--- src/rtl/cof_read_seq.sv ---
// cof_read_seq: streams a burst of coefficient words from a single-port
// synchronous memory (1-cycle read latency) to a valid/ready consumer.
//
// Ports
//   clk, rst              clock; asynchronous active-high reset
//   start                 one-cycle burst request (accepted only in IDLE)
//   base_addr, length     burst first address and word count, sampled with start
//   busy, done            burst in progress / one-cycle completion pulse
//   cen, read_wen         memory chip enable (active-low), write enable (held 1)
//   read_addr             memory read address
//   mem_rdata             memory read data, valid the cycle after cen=0
//   cof_data, cof_valid,  coefficient stream to the consumer;
//   cof_ready, cof_last   cof_last marks the final word of the burst
//
// Reads are credit-limited so that words buffered plus reads in flight never
// exceed the 2-entry skid FIFO. cen is decoded combinationally from state so a
// word popped in the same cycle frees a slot immediately; this is what allows
// one word per cycle with a 1-cycle memory and a registered FIFO head.
module cof_read_seq #(
    parameter int DATA_WIDTH = 32,
    parameter int ADDR_WIDTH = 12,
    parameter int LEN_WIDTH  = 12
) (
    input  logic                  clk,
    input  logic                  rst,
    input  logic                  start,
    input  logic [ADDR_WIDTH-1:0] base_addr,
    input  logic [LEN_WIDTH-1:0]  length,
    output logic                  busy,
    output logic                  done,
    output logic                  cen,
    output logic                  read_wen,
    output logic [ADDR_WIDTH-1:0] read_addr,
    input  logic [DATA_WIDTH-1:0] mem_rdata,
    output logic [DATA_WIDTH-1:0] cof_data,
    output logic                  cof_valid,
    input  logic                  cof_ready,
    output logic                  cof_last
);

    typedef enum logic [1:0] {IDLE, FETCH, DRAIN, DONE} state_t;

    state_t                state;
    logic [LEN_WIDTH-1:0]  len_q;
    logic [LEN_WIDTH-1:0]  issued;      // reads issued so far = next issue index
    logic                  rd_pend;     // a read was issued last cycle; data on mem_rdata now
    logic                  rd_last_pend;

    // 2-entry FIFO, entry 0 is the head
    logic [1:0]            cnt;
    logic [DATA_WIDTH-1:0] d0, d1;
    logic                  l0, l1;

    logic                  push, pop, issue, issue_last;
    logic [1:0]            occ_nxt;

    assign push      = rd_pend;
    assign cof_valid = (cnt != 2'd0);
    assign pop       = cof_valid & cof_ready;
    // Occupancy after this edge; a pop this cycle is credited right away.
    assign occ_nxt   = cnt - {1'b0, pop} + {1'b0, push};

    assign issue      = (state == FETCH) && (issued != len_q) && (occ_nxt < 2'd2);
    assign issue_last = (issued == (len_q - LEN_WIDTH'(1)));

    assign cen       = ~issue;
    assign read_wen  = 1'b1;
    assign cof_data  = d0;
    assign cof_last  = l0 & cof_valid;

    // Read-return capture and FIFO
    always_ff @(posedge clk or posedge rst) begin
        if (rst) begin
            rd_pend      <= 1'b0;
            rd_last_pend <= 1'b0;
            cnt          <= 2'd0;
            d0           <= '0;
            d1           <= '0;
            l0           <= 1'b0;
            l1           <= 1'b0;
        end else begin
            rd_pend      <= issue;
            rd_last_pend <= issue & issue_last;
            cnt          <= occ_nxt;
            // Head loads incoming data when it would otherwise be empty,
            // else shifts up from entry 1 on a pop.
            if (push && (cnt == 2'd0 || (cnt == 2'd1 && pop))) begin
                d0 <= mem_rdata;
                l0 <= rd_last_pend;
            end else if (pop) begin
                d0 <= d1;
                l0 <= l1;
            end
            if (push && ((cnt == 2'd1 && !pop) || cnt == 2'd2)) begin
                d1 <= mem_rdata;
                l1 <= rd_last_pend;
            end
        end
    end

    // Burst control FSM
    always_ff @(posedge clk or posedge rst) begin
        if (rst) begin
            state     <= IDLE;
            busy      <= 1'b0;
            done      <= 1'b0;
            len_q     <= '0;
            issued    <= '0;
            read_addr <= '0;
        end else begin
            done <= 1'b0;
            case (state)
                IDLE: begin
                    if (start) begin
                        if (length != '0) begin
                            len_q     <= length;
                            read_addr <= base_addr;
                            issued    <= '0;
                            busy      <= 1'b1;
                            state     <= FETCH;
                        end else begin
                            done  <= 1'b1;
                            state <= DONE;
                        end
                    end
                end
                FETCH: begin
                    if (issue) begin
                        issued <= issued + LEN_WIDTH'(1);
                        // read_addr holds the address currently presented;
                        // advance it for the next issue (wraps naturally).
                        read_addr <= read_addr + ADDR_WIDTH'(1);
                        if (issue_last)
                            state <= DRAIN;
                    end
                end
                DRAIN: begin
                    if (pop && l0) begin
                        busy  <= 1'b0;
                        done  <= 1'b1;
                        state <= DONE;
                    end
                end
                DONE: begin
                    state <= IDLE;
                end
                default: state <= IDLE;
            endcase
        end
    end

endmodule

--- config.mk ---
export PLATFORM = sky130hd
export DESIGN_NAME = cof_read_seq
export DESIGN_NICKNAME = d
export VERILOG_FILES = /design/src/rtl/cof_read_seq.sv
export SDC_FILE = /design/constraint.sdc
export NUM_CORES = 1
export LEC_CHECK = 0
export ABC_AREA = 1
export ABC_CLOCK_PERIOD_IN_PS = 4500
export CAP_MARGIN = 20
export CORE_MARGIN = 3
export CORE_UTILIZATION = 53
export CTS_CLUSTER_DIAMETER = 120
export CTS_CLUSTER_SIZE = 28
export DETAILED_ROUTE_END_ITERATION = 8
export GPL_ROUTABILITY_DRIVEN = 0
export PLACE_DENSITY = 0.89
export RECOVER_POWER = 100
export SETUP_SLACK_MARGIN = 0.2
export SLEW_MARGIN = 0
export SYNTH_ARGS = -nofsm -noshare
export SYNTH_HDL_FRONTEND = slang
export SYNTH_SLANG_ARGS = --single-unit
--- constraint.sdc ---
create_clock -name clk -period 4.5 [get_ports clk]
set_input_delay 0.675 -clock clk [delete_from_list [all_inputs] [get_ports clk]]
set_output_delay 0.675 -clock clk [all_outputs]
set_load 0.005 [all_outputs]
==> results of run 1 <==
## area by class of cell
cell class,instances,area [um2]
flip-flops and latches,110,2753
clock inverters,7,58.81
inverters,92,346.6
well taps,136,170.2
multi-input cells,513,2499
repair buffers,114,1119
fillers,875,3440
clock buffers,9,123.9
## layout by cell type (no fill, tap or decap), drive strengths merged, types with 3 or more instances in the layout
cell | synthesis | layout
a21oi | 12 | 12
buf | 13 | 4
clkbuf | 23 | 11
clkdlybuf4s50 | 0 | 56
clkinv | 1 | 3
clkinvlp | 0 | 4
dfrtp | 110 | 110
dlygate4sd3 | 0 | 52
ha | 8 | 8
inv | 91 | 92
nand2 | 205 | 205
nand3 | 106 | 106
nand3b | 8 | 8
nand4 | 5 | 5
nor2 | 48 | 48
nor3 | 4 | 4
o211ai | 33 | 33
o21ai | 64 | 64
or2 | 4 | 4
xnor2 | 4 | 4
xor2 | 3 | 3
## worst min-delay path by stage
stage | start | endpoint
2_1_floorplan | d1[0] | d1[0]
5_1_grt | d1[3] | d1[3]
6_report | busy | busy
3_5_place_dp | d1[31] | d1[31]
3_3_place_gp | d1[10] | d1[10]
4_1_cts | d1[31] | d1[31]
## routing by layer
metal / vias to the layer above / GRT usage / wire (um)
li1: 2616 / - / -
met2: 141 / 0.3608 / 6507
met1: 2359 / 0.3020 / 5930
met5: - / 0 / 0
met3: 21 / 0.04421 / 739
met4: 0 / 0.06158 / 209
## stage by stage
| step | utilization | power, uW | cells | hold WS (ps) | worst slack (ps) |
|---|---|---|---|---|---|
| 3_3_place_gp | 0.6607 | 1256 | 964 | 466.5 | 1216 |
| 4_1_cts | 0.6781 | 1822 | 980 | 499.5 | 1057 |
| 6_report | 0.6727 | 1796 | 981 | 496.3 | 801.2 |
| 3_5_place_dp | 0.6607 | 1262 | 964 | 474.8 | 1120 |
| 5_1_grt | 0.6727 | 1879 | 981 | 518.9 | 567.9 |
| 2_1_floorplan | - | 1147 | 751 | 453.7 | 922.7 |
## power by group
group / switching, uW / internal (uW) / total [uW]
clock: 350 / 209 / 559
sequential: 11.2 / 998 / 1010
combinational: 145 / 81.7 / 227
total: 507 / 1290 / 1800
## flip-flops by register name, summed over array words and instances, names as in the netlist
name          count
l0                1
busy              1
l1                1
state             2
d1               32
cof_data         32
read_addr        12
issued           12
push              1
rd_last_pend      1
cnt               2
len_q            12
done              1
## logic make-up after synthesis
kind of cell / count (synthesis) / synth area share
fa+ha+maj: 8 / 0.01718
flops: 110 / 0.4723
mux: 2 / 0.003435
simple gates: 382 / 0.2825
compound gates: 113 / 0.1213
xor+xnor: 7 / 0.01181
other cells: 1 / 0.0006434
buf+inv: 128 / 0.09081
## tightest hold or removal path, cell delays in order, from the launching register on
cell and delay [ps]:
dfrtp_1 350, nand2_1 50, o21ai_0 60
==> out/qor.csv, run 1 <==
metric,value,unit
synth_top_area_share,0.4723,
drc_errors,0,
layout-drive-gt1-share,0.03432,
slew_viol_final,113,
coreArea,10510,um2
cts_root_buf,clkbuf_8,
avgRoutedWirePerCell,13.65,um
grtUsageTotal,0.2213,
yosysWarnings,0,
status,"complete, but fails checks",
clock_path_buffers,2,
fin_crit,3699,ps
regToRegSetupSlack,1200,ps
path_buf_inv,5,
crit_slowest_cell,dlygate4sd3_1,
relSlewSlack,-0.4494,
clk_latency,370,ps
hold_class,flop to flop,
clock_skew,4.745,ps
grt_antenna_before_repair,0,
numCtsBuffers,9,
grt_pass1_vias,4879,
synthFlopType,dfrtp_1,
violations,"max-capacitance violations, max-slew violations",
setup.worst_path.class,input port to primary output,
placed_area,6943,um2
tns,0,ps
grt_max_degree,67,
avgSynthCellArea,7.760,um2
reg2reg_to,read_addr[10],
synth_cells,751,
cpPeakStageDelay,640,ps
reg2reg_depth,13,
synthesis.area,5828,um2
rr_startpoint,cnt[1],
dp_hpwl,9412,um
p_leak,0.003595,uW
vdd_drop_max,0.2469,mV
n_antenna_cell,0,
first_pass_iters,5,
htreeDepth,3,
tightest_slew,2162,ps
finalNetCount,908,
path_cells,"dlygate4sd3_1, inv_1, nor2_1, ha_1, inv_1, ha_1, inv_1, nand2_1, nand2_1, nor2_2, nand2_1, dlygate4sd3_1",
cts_resized,0,
seq_area_frac_synth,0.4723,
drt_iter0_markers,357,
rows,37,
post-cts-setup-buffers,0,
crit_start,cof_ready,
synth-edff-count,0,
grt_overflow,0,
path_max_fanout,4,
fmax,0.2704,GHz
port_buffers,108,
fin_area,7069,um2
cts_sinks,110,
ant_nets,0,
ys_top_cells_by_count,"nand2_1 (202), dfrtp_1 (110), nand3_1 (106)",
cts_hold_buf,0,
rsz0062_at_grt,false,
setup.worst_path.end_class,primary output,
hold_violations,0,
crit_arrival,3020,ps
path_delay_family,buffers and inverters,
die_w,110.9,um
wl,13390,um
setup_violations,0,
synth.distinct_cells,36,
yosys.area.top_type,dfrtp_1,
path_depth,12,
critPathLaunchType,input port,
max_cap_viol_count,2,
vias,5137,
yosysMostFrequentCell,nand2_1,
cts_tree,done,
async_reset_ff_frac,1.000,
crit_required,3830,ps
via_per_inst,5.236,
holdPathStages,2,
synth.net_count,819,
synthToLayoutAreaGrowth,21.30,%
ys_seq_elements,110,
powerDensity,254.0,nW/um2
clk_pin_slew,100,ps
fp.dieH,110.9,um
start_util,0.5546,
pin_count,110,
post-route-period-util,0.8220,
synth_area_leaders,"dfrtp_1 (47%), nand2_1 (13%), nand3_1 (9.1%)",
die_area,12290,um2
crit_end,cen,
grt_pass1_wl,22870,um
Power figures use the tool's default switching activity.
==> inputs of run 2 (changes only) <==
- ABC_CLOCK_PERIOD_IN_PS: 4500 -> 3100
- CORE_UTILIZATION: 53 -> 48
- PLACE_DENSITY: 0.89 -> 0.85
- clock period: 4.5 -> 3.1 ns (I/O delays scaled with it)
==> run 2 against run 1 <==
Net effect: the run now ends clean; sequential share of layout area decreased by 0.93 points; non-clock buffer count increased by 4; hold slack got worse by 6.5 ps; design area increased by 2.5%; final cell count increased by 1.1%; clock skew increased by 5.0 ps; highest routed layer unchanged.
==> out/qor.csv, run 2 (synthesis gave the netlist of run 1 again) <==
metric,value,unit
status,completed,
grt_antenna_before_repair,0,
die_w,116.2,um
slew_viol_final,0,
p_leak,0.003680,uW
htreeDepth,3,
layout_common_cells,"nand2_1 (202), dfrtp_1 (110), nand3_1 (106)",
crit_required,2630,ps
placed_area,7015,um2
port_buffers,108,
crit_slowest_cell,dlygate4sd3_1,
die_area,13500,um2
path_cells,"dlygate4sd3_1, inv_1, nor2_1, ha_1, inv_1, ha_1, inv_1, nand2_1, nand2_1, nor2_1, nand2_2, dlymetal6s2s_1",
vias,5247,
rows,39,
power,2930,uW
setup.worst_path.class,input port to primary output,
grt_max_degree,111,
fmax,0.3695,GHz
grtUsageTotal,0.2103,
avgRoutedWirePerCell,13.64,um
rsz0062_at_grt,false,
path_buf_inv,5,
grt_pass1_vias,4981,
multi_input_area,2507,um2
numCtsBuffers,9,
drc_errors,0,
regArea,2753,um2
path_max_fanout,4,
cts_sinks,110,
hold_class,flop to flop,
critPathLaunchType,input port,
path_common_cell,inv_1,
vdd_drop_max,0.2862,mV
first_pass_iters,5,
synthToLayoutAreaGrowth,24.28,%
layout-drive-gt1-share,0.03887,
max_cap_viol_count,0,
powerDensity,404.6,nW/um2
cts_tree,done,
fin_area,7243,um2
fill_cells,980,
final_common_cell,nand2_1,
hold_violations,0,
grt_overflow,0,
via_per_inst,5.289,
fin_crit,2706,ps
n_antenna_cell,0,
tns,0,ps
clk_latency,350,ps
fp.dieH,116.2,um
cts_hold_buf,0,
grt_pass1_wl,22980,um
setup_violations,0,
clock_path_buffers,2,
ant_nets,0,
clock_skew,9.730,ps
pin_count,110,
tightest_slew,1465,ps
path_delay_family,buffers and inverters,
clk_pin_slew,80,ps
coreArea,11660,um2
dp_hpwl,9561,um
crit_arrival,2240,ps
cpPeakStageDelay,540,ps
drt_iter0_markers,422,
wl,13530,um
finalNetCount,912,
cts_root_buf,clkbuf_16,
setup.worst_path.end_class,primary output,
relSlewSlack,0.02366,
start_util,0.4997,
post-cts-setup-buffers,0,
post-route-period-util,0.8730,
## run 2: changes by cell type in the layout (fill, tap and decap cells not counted), moves of 2 or more
cell,change
clkbuf_8,-8
clkbuf_16,+9
clkbuf_2,+2
inv_6,+3
dlygate4sd3_1,-2
## run 2: area by class of cell
| class | instances | share of cell area |
|---|---|---|
| timing repair buffer | 118 | 0.1594 |
| tap | 143 | 0.02470 |
| clock buffer | 10 | 0.03299 |
| clock inverter | 6 | 0.008464 |
| inverter | 92 | 0.04819 |
| sequential | 110 | 0.3800 |
| multi-input combinational | 513 | 0.3462 |
## run 2: what timing repair did
action                     4_1_cts  5_1_grt
pin swaps                        1        0
gates resized for setup          1        1
setup endpoints to repair        1        1
## run 2: worst reg2reg max path: stages (launching register included)
cell and delay [ps]:
dfrtp_1 430, nor2_1 200, nor2_1 80, ha_1 270
inv_1 60, ha_1 150, inv_1 40, nand2_1 50
nand2_1 70, nor2_1 120, nand2_2 120, o21ai_4 180
nand2_4 290, nand2_1 130, o21ai_0 90
## run 2: power by group
part | total [uW] | switching (uW) | leakage, uW | internal (uW)
registers | 1470 | 17.3 | 0.00137 | 1450
logic | 316 | 195 | 0.00216 | 120
clock network | 1150 | 560 | 0.000145 | 589
## run 2: layer usage
| layer | vias up | global-route usage | wire length [um] |
|---|---|---|---|
| met5 | - | 0 | 0 |
| met4 | 0 | 0.06342 | 242 |
| met3 | 22 | 0.03886 | 700 |
| met2 | 150 | 0.3425 | 6436 |
| met1 | 2440 | 0.2886 | 6155 |
| li1 | 2635 | - | - |
## run 2: stage by stage
step,hold slack (ps),utilization,cells,worst slack (ps)
floorplan,453.7,-,751,551.8
global placement,466.3,0.6015,976,270.2
detailed placement,473.9,0.6015,976,200.2
CTS,493.2,0.6275,992,201.7
global route,521.2,0.6211,992,210.9
finish,489.9,0.6211,992,393.9
## run 2: final timing paths
| check | from | to | slack, ps | cells after the start |
|---|---|---|---|---|
| setup / recovery | cof_ready | cen | 390 | 12 |
| min in group asynchronous | rst | cnt[1] | 1110 | 3 |
| setup reg to reg | cnt[1] | issued[10] | 680 | 14 |
| hold / removal | d1[25] | d1[25] | 490 | 2 |
| hold reg to reg | d1[25] | d1[25] | 490 | 2 |
| max in group asynchronous | rst | cof_data[19] | 1070 | 3 |
==> RTL edit 1 (settings of run 2) <==
Encoding of `state_t`: now one-hot (4 bits for 4 states).
--- a/src/rtl/cof_read_seq.sv
+++ b/src/rtl/cof_read_seq.sv
@@ -38,7 +38,7 @@
     output logic                  cof_last
 );
 
-    typedef enum logic [1:0] {IDLE, FETCH, DRAIN, DONE} state_t;
+    typedef enum logic [3:0] {IDLE = 4'b0001, FETCH = 4'b0010, DRAIN = 4'b0100, DONE = 4'b1000} state_t;
 
     state_t                state;
     logic [LEN_WIDTH-1:0]  len_q;
Formal check against the unedited RTL: same outputs for any inputs over 4 cycles, from zero or initial values and one cycle with rst high; so few cycles prove little.
==> RTL edit 1 against run 2 <==
The flow now finishes with violations (max-capacitance violations, max-slew violations); design area is 0.59% higher; count of clock-buffer cells in the layout stayed put; worst hold slack got worse by 0.0053 ns; sequential cell count grew 2; maximum frequency down 3.8%; largest cell class unchanged; non-clock buffer count rose by 2; wire length is 4.2% higher; synthesized area down 0.52%; critical path type is now reg2out; worst setup slack worse by 0.11 ns.
Power is not compared: it rests on default switching activity, and its combinational part moved more than twofold at a synthesized area within 25%.
==> RTL edit 1: results (changes against run 2) <==
final net count=916 (+0.44%); final wirelength=14100 um (+4.2%); DR WL met2=6960 um (+8.1%); R2R depth=7 (-7); Clock Skews=0.0101 ns (+0.000329 ns); met3 wire len=836 um (+19%); GRT Overall Usage=21.4% (+0.36 points); most area-consuming cells after synthesis=dfrtp_1, nand2_1, nand3_1, inv_1, o21ai_0; source of the critical timing path=cnt[1]$_DFF_PP0_; hold path start=d1[23]$_DFFE_PP0P_; asr flop ratio synth=100% (unchanged); Post-DP HPWL=9700 um (+1.4%); mean post-synth cell area=7.69 um2 (-0.91%); pin count of the biggest net entering global routing=113 (+1.8%); final std cells w/o fill=999 (+0.71%); DRT Pass-1 Iters=7 (+2); placed insts=982 (+0.61%); number of library cell types mapped by synthesis=32 (-11%); vias in the first global route=4972 (-0.18%); DP Area=0.00701 mm2 (about the same); worst vdd ir=slightly below 0.0006 V; Yosys Warn Count=0 (unchanged); Seq/Total Area, Yosys=48.4% (+1.1 points); crit path DAT=2.35 ns (+0.11 ns); capture point of the worst reg-to-reg path=cof_data[13]$_DFFE_PP0P_; IO Port Bufs=108 (unchanged); TritonCTS Buffers=9 (unchanged); met1 WL=6120 um (-0.58%); hold path endpoint=d1[23]$_DFFE_PP0P_; R2R Setup Slk=0.35 ns (-0.33 ns); fraction of layout cells with a size suffix above 1=4.44% (+0.55 points); relative slew slack=-6.35% (-8.7 points); pre-CTS setup slack=0.156 ns (-0.0447 ns); most common library cells after synthesis=nand2_1, dfrtp_1, inv_1, nand3_1, o21ai_0; Hold Path Stages=2 (unchanged); vias per cell=5.36 (+1.4%); outcome=finished, violations left; WHS=0.485 ns (-0.00531 ns); first-pass GRT wire length=23300 um (+1.2%); crit path max fanout=3 (-1); top sig layer=met4; minimum clock period=2.81 ns (+0.106 ns); Pins Over Slew Limit=147 (+147); failing checks=max-capacitance violations, max-slew violations; violation count after the first detailed-route iteration=386 (-8.5%); Max Cap Viol=2 (+2)
[RTL edit 1: cell types whose count changed after synthesis, sizes merged, moves of 4 or more]
cell / delta
nand2: -20
nor2: +16
o21ai: +14
nand3: -10
inv: +9
nand3b: -6
a21oi: +4
[RTL edit 1: where the power goes]
| part | internal, mW | leakage (nW) | total (mW) | switching [mW] |
|---|---|---|---|---|
| clock network | 0.650 | 0.153 | 1.22 | 0.567 |
| registers | 2.00 | 1.44 | 2.42 | 0.415 |
| logic | 1.08 | 1.90 | 2.53 | 1.45 |
[RTL edit 1: timing repair]
action / 4_1_cts / 5_1_grt
gates cloned: 0 / 0
pin swaps: 1 / 1
setup endpoints to repair: 1 / 1
resized for setup: 3 / 4
setup buffers: 0 / 1
hold buffers: 0 / 0
[RTL edit 1: layout make-up]
type	count	area [um2]
timing repair buffer	120	1150
fill	1000	4330
multi-input combinational	508	2460
tap	143	179
clock inverter	6	81.3
inverter	100	379
clock buffer	10	229
sequential	112	2810
[RTL edit 1: worst max-delay path, stage by stage (launching register included)]
cell	delay [ns]
dfrtp_1	0.44
nor2_4	0.17
nor2_2	0.06
ha_1	0.28
inv_1	0.04
ha_1	0.18
inv_1	0.05
nand2_1	0.05
nand2_1	0.11
nor2_4	0.05
nand2_4	0.07
clkdlybuf4s50_1	0.49
[RTL edit 1: layer usage]
metal | track usage [%] | vias up
met3 | 5.48 | 19
met1 | 28.9 | 2505
met2 | 35.0 | 181
met5 | 0 | -
li1 | - | 2653
met4 | 4.80 | 0
[RTL edit 1: kinds of logic after synthesis]
family                     count (synthesis)  synth area share [%]
adders and majority gates                  5                  1.08
other                                      1                0.0647
buffers and inverters                    134                  9.37
xor gates and xnor gates                   7                  1.19
AOI/OAI and AO/OA                        131                  13.1
DFF                                      112                  48.4
and+or+nand+nor                          364                  26.9
==> RTL edit 2 (settings of run 2) <==
Made on the original files. `LEN_WIDTH`: 12 -> 18.
--- a/src/rtl/cof_read_seq.sv
+++ b/src/rtl/cof_read_seq.sv
@@ -19,7 +19,7 @@
 module cof_read_seq #(
     parameter int DATA_WIDTH = 32,
     parameter int ADDR_WIDTH = 12,
-    parameter int LEN_WIDTH  = 12
+    parameter int LEN_WIDTH  = 18
 ) (
     input  logic                  clk,
     input  logic                  rst,
Interface: changed (resized length); port bits go from 110 to 116. The function was not compared with the original's and may differ.
==> RTL edit 2 against run 2 <==
The run now ends with max-capacitance violations, max-slew violations left; sequential power up 12%; maximum frequency up 3.4%; synthesized cell count up 18%; design area up 19%; combinational power up 28%; worst setup slack better by 0.088 ns; largest cell class is now multi-input combinational cells; power up 39%; via count up 16%; cell count up 19%; sequential cell count up 12; synthesized area up 16%; wire length up 20%.
==> RTL edit 2: results (changes against run 2) <==
vias in the first global route=5935 (+19%); CTS resizes=2 (+1); Max Cap Viol=2 (+2); failing checks=max-capacitance violations, max-slew violations; grt met1 use=28.4% (-0.43 points); met3 wire len=916 um (+31%); die width=125 um (+7.3%); hold path start=d1[2]$_DFFE_PP0P_; grt met2 use=35.3% (+1.1 points); Power Density=475 mW/mm2 (+17%); initial antenna violation count=1 (+1); R2R depth=13 (-1); crit path DAT=2.15 ns (-0.09 ns); met1 WL=7070 um (+15%); capture point of the worst reg-to-reg path=read_addr[7]$_DFFE_PP0P_; Non-clock buffer share=14.3% (-1.7 points); Pins Over Slew Limit=94 (+94); worst vdd ir=0.000335 V (+17%); number of library cell types mapped by synthesis=38 (+5.6%); hold path endpoint=d1[2]$_DFFE_PP0P_; xor-xnor portion of the synthesized cell area=3.89% (+2.7 points); multi-input combinational area share=35.6% (+0.96 points); Global Route met3 Usage=4.89% (+1.0 points); multi-input gates=606 (+18%); pre-CTS setup slack=0.154 ns (-0.0461 ns); Post-DP HPWL=11300 um (+18%); crit path max fanout=2 (-2); nonclk buf count=127 (+7.6%); Clock group=2.02 mW (+76%); most common library cells after synthesis=nand2_1, dfrtp_1, inv_1, nand3_1, nor2_1; Pleak=4.18 nW (+14%); Clock Skews=0.0117 ns (+0.00201 ns); fraction of layout cells with a size suffix above 1=7.68% (+3.8 points); CTS sink cnt=122 (+11%); Syn Inst Count=883 (+18%); GRT Overall Usage=21.8% (+0.74 points); minimum clock period=2.62 ns (-0.0878 ns); relative slew slack=-5.42% (-7.8 points); outcome=finished, violations left; Seq area share=35.5% (-2.5 points); ant diodes=1 (+1); number of clock buffers in the layout=17 (+7); Inverters, non-clock=115 (+25%); Synth Area in Adders=1.48% (-0.24 points); DP Area=0.00806 mm2 (+15%); WL per Instance=13.8 um (+0.91%); final wirelength=16200 um (+20%); Synthesized Nets=957 (+17%); Seq/Total Area, Yosys=45.2% (-2.1 points); compound-cell area share of the yosys netlist=10.8% (-1.3 points); ClkCell Share=7.04% (+2.9 points); TritonCTS Buffers=17 (+8)
==> RTL edit 2: cell count changes in the layout (fill, tap and decap cells not counted), moves of 7 or more <==
| cell | delta |
|---|---|
| inv_1 | +13 |
| nand3b_1 | -7 |
| a21oi_1 | -9 |
| nand3_1 | -7 |
| xor2_1 | +18 |
| nor2_1 | +18 |
| clkbuf_16 | +8 |
| nand2_1 | +26 |
| o21ai_0 | +15 |
| inv_2 | +11 |
| dfrtp_1 | +12 |
==> RTL edit 2: worst max-delay path: cells and delay by family <==
kind                       cells  cell delay, ns
and+or+nand+nor                3            0.27
buffers and inverters          4            0.81
adders and majority gates      2            0.45
xor gates and xnor gates       1            0.15
==> RTL edit 2: worst max path at each step <==
| stage | cells after the start | endpoint |
|---|---|---|
| global route | 5 | l1$_DFFE_PP0P_ |
| finish | 10 | cen |
| global placement | 10 | cen |
| detailed placement | 10 | cen |
| floorplan | 15 | issued[7]$_DFFE_PP0P_ |
| CTS | 10 | cen |
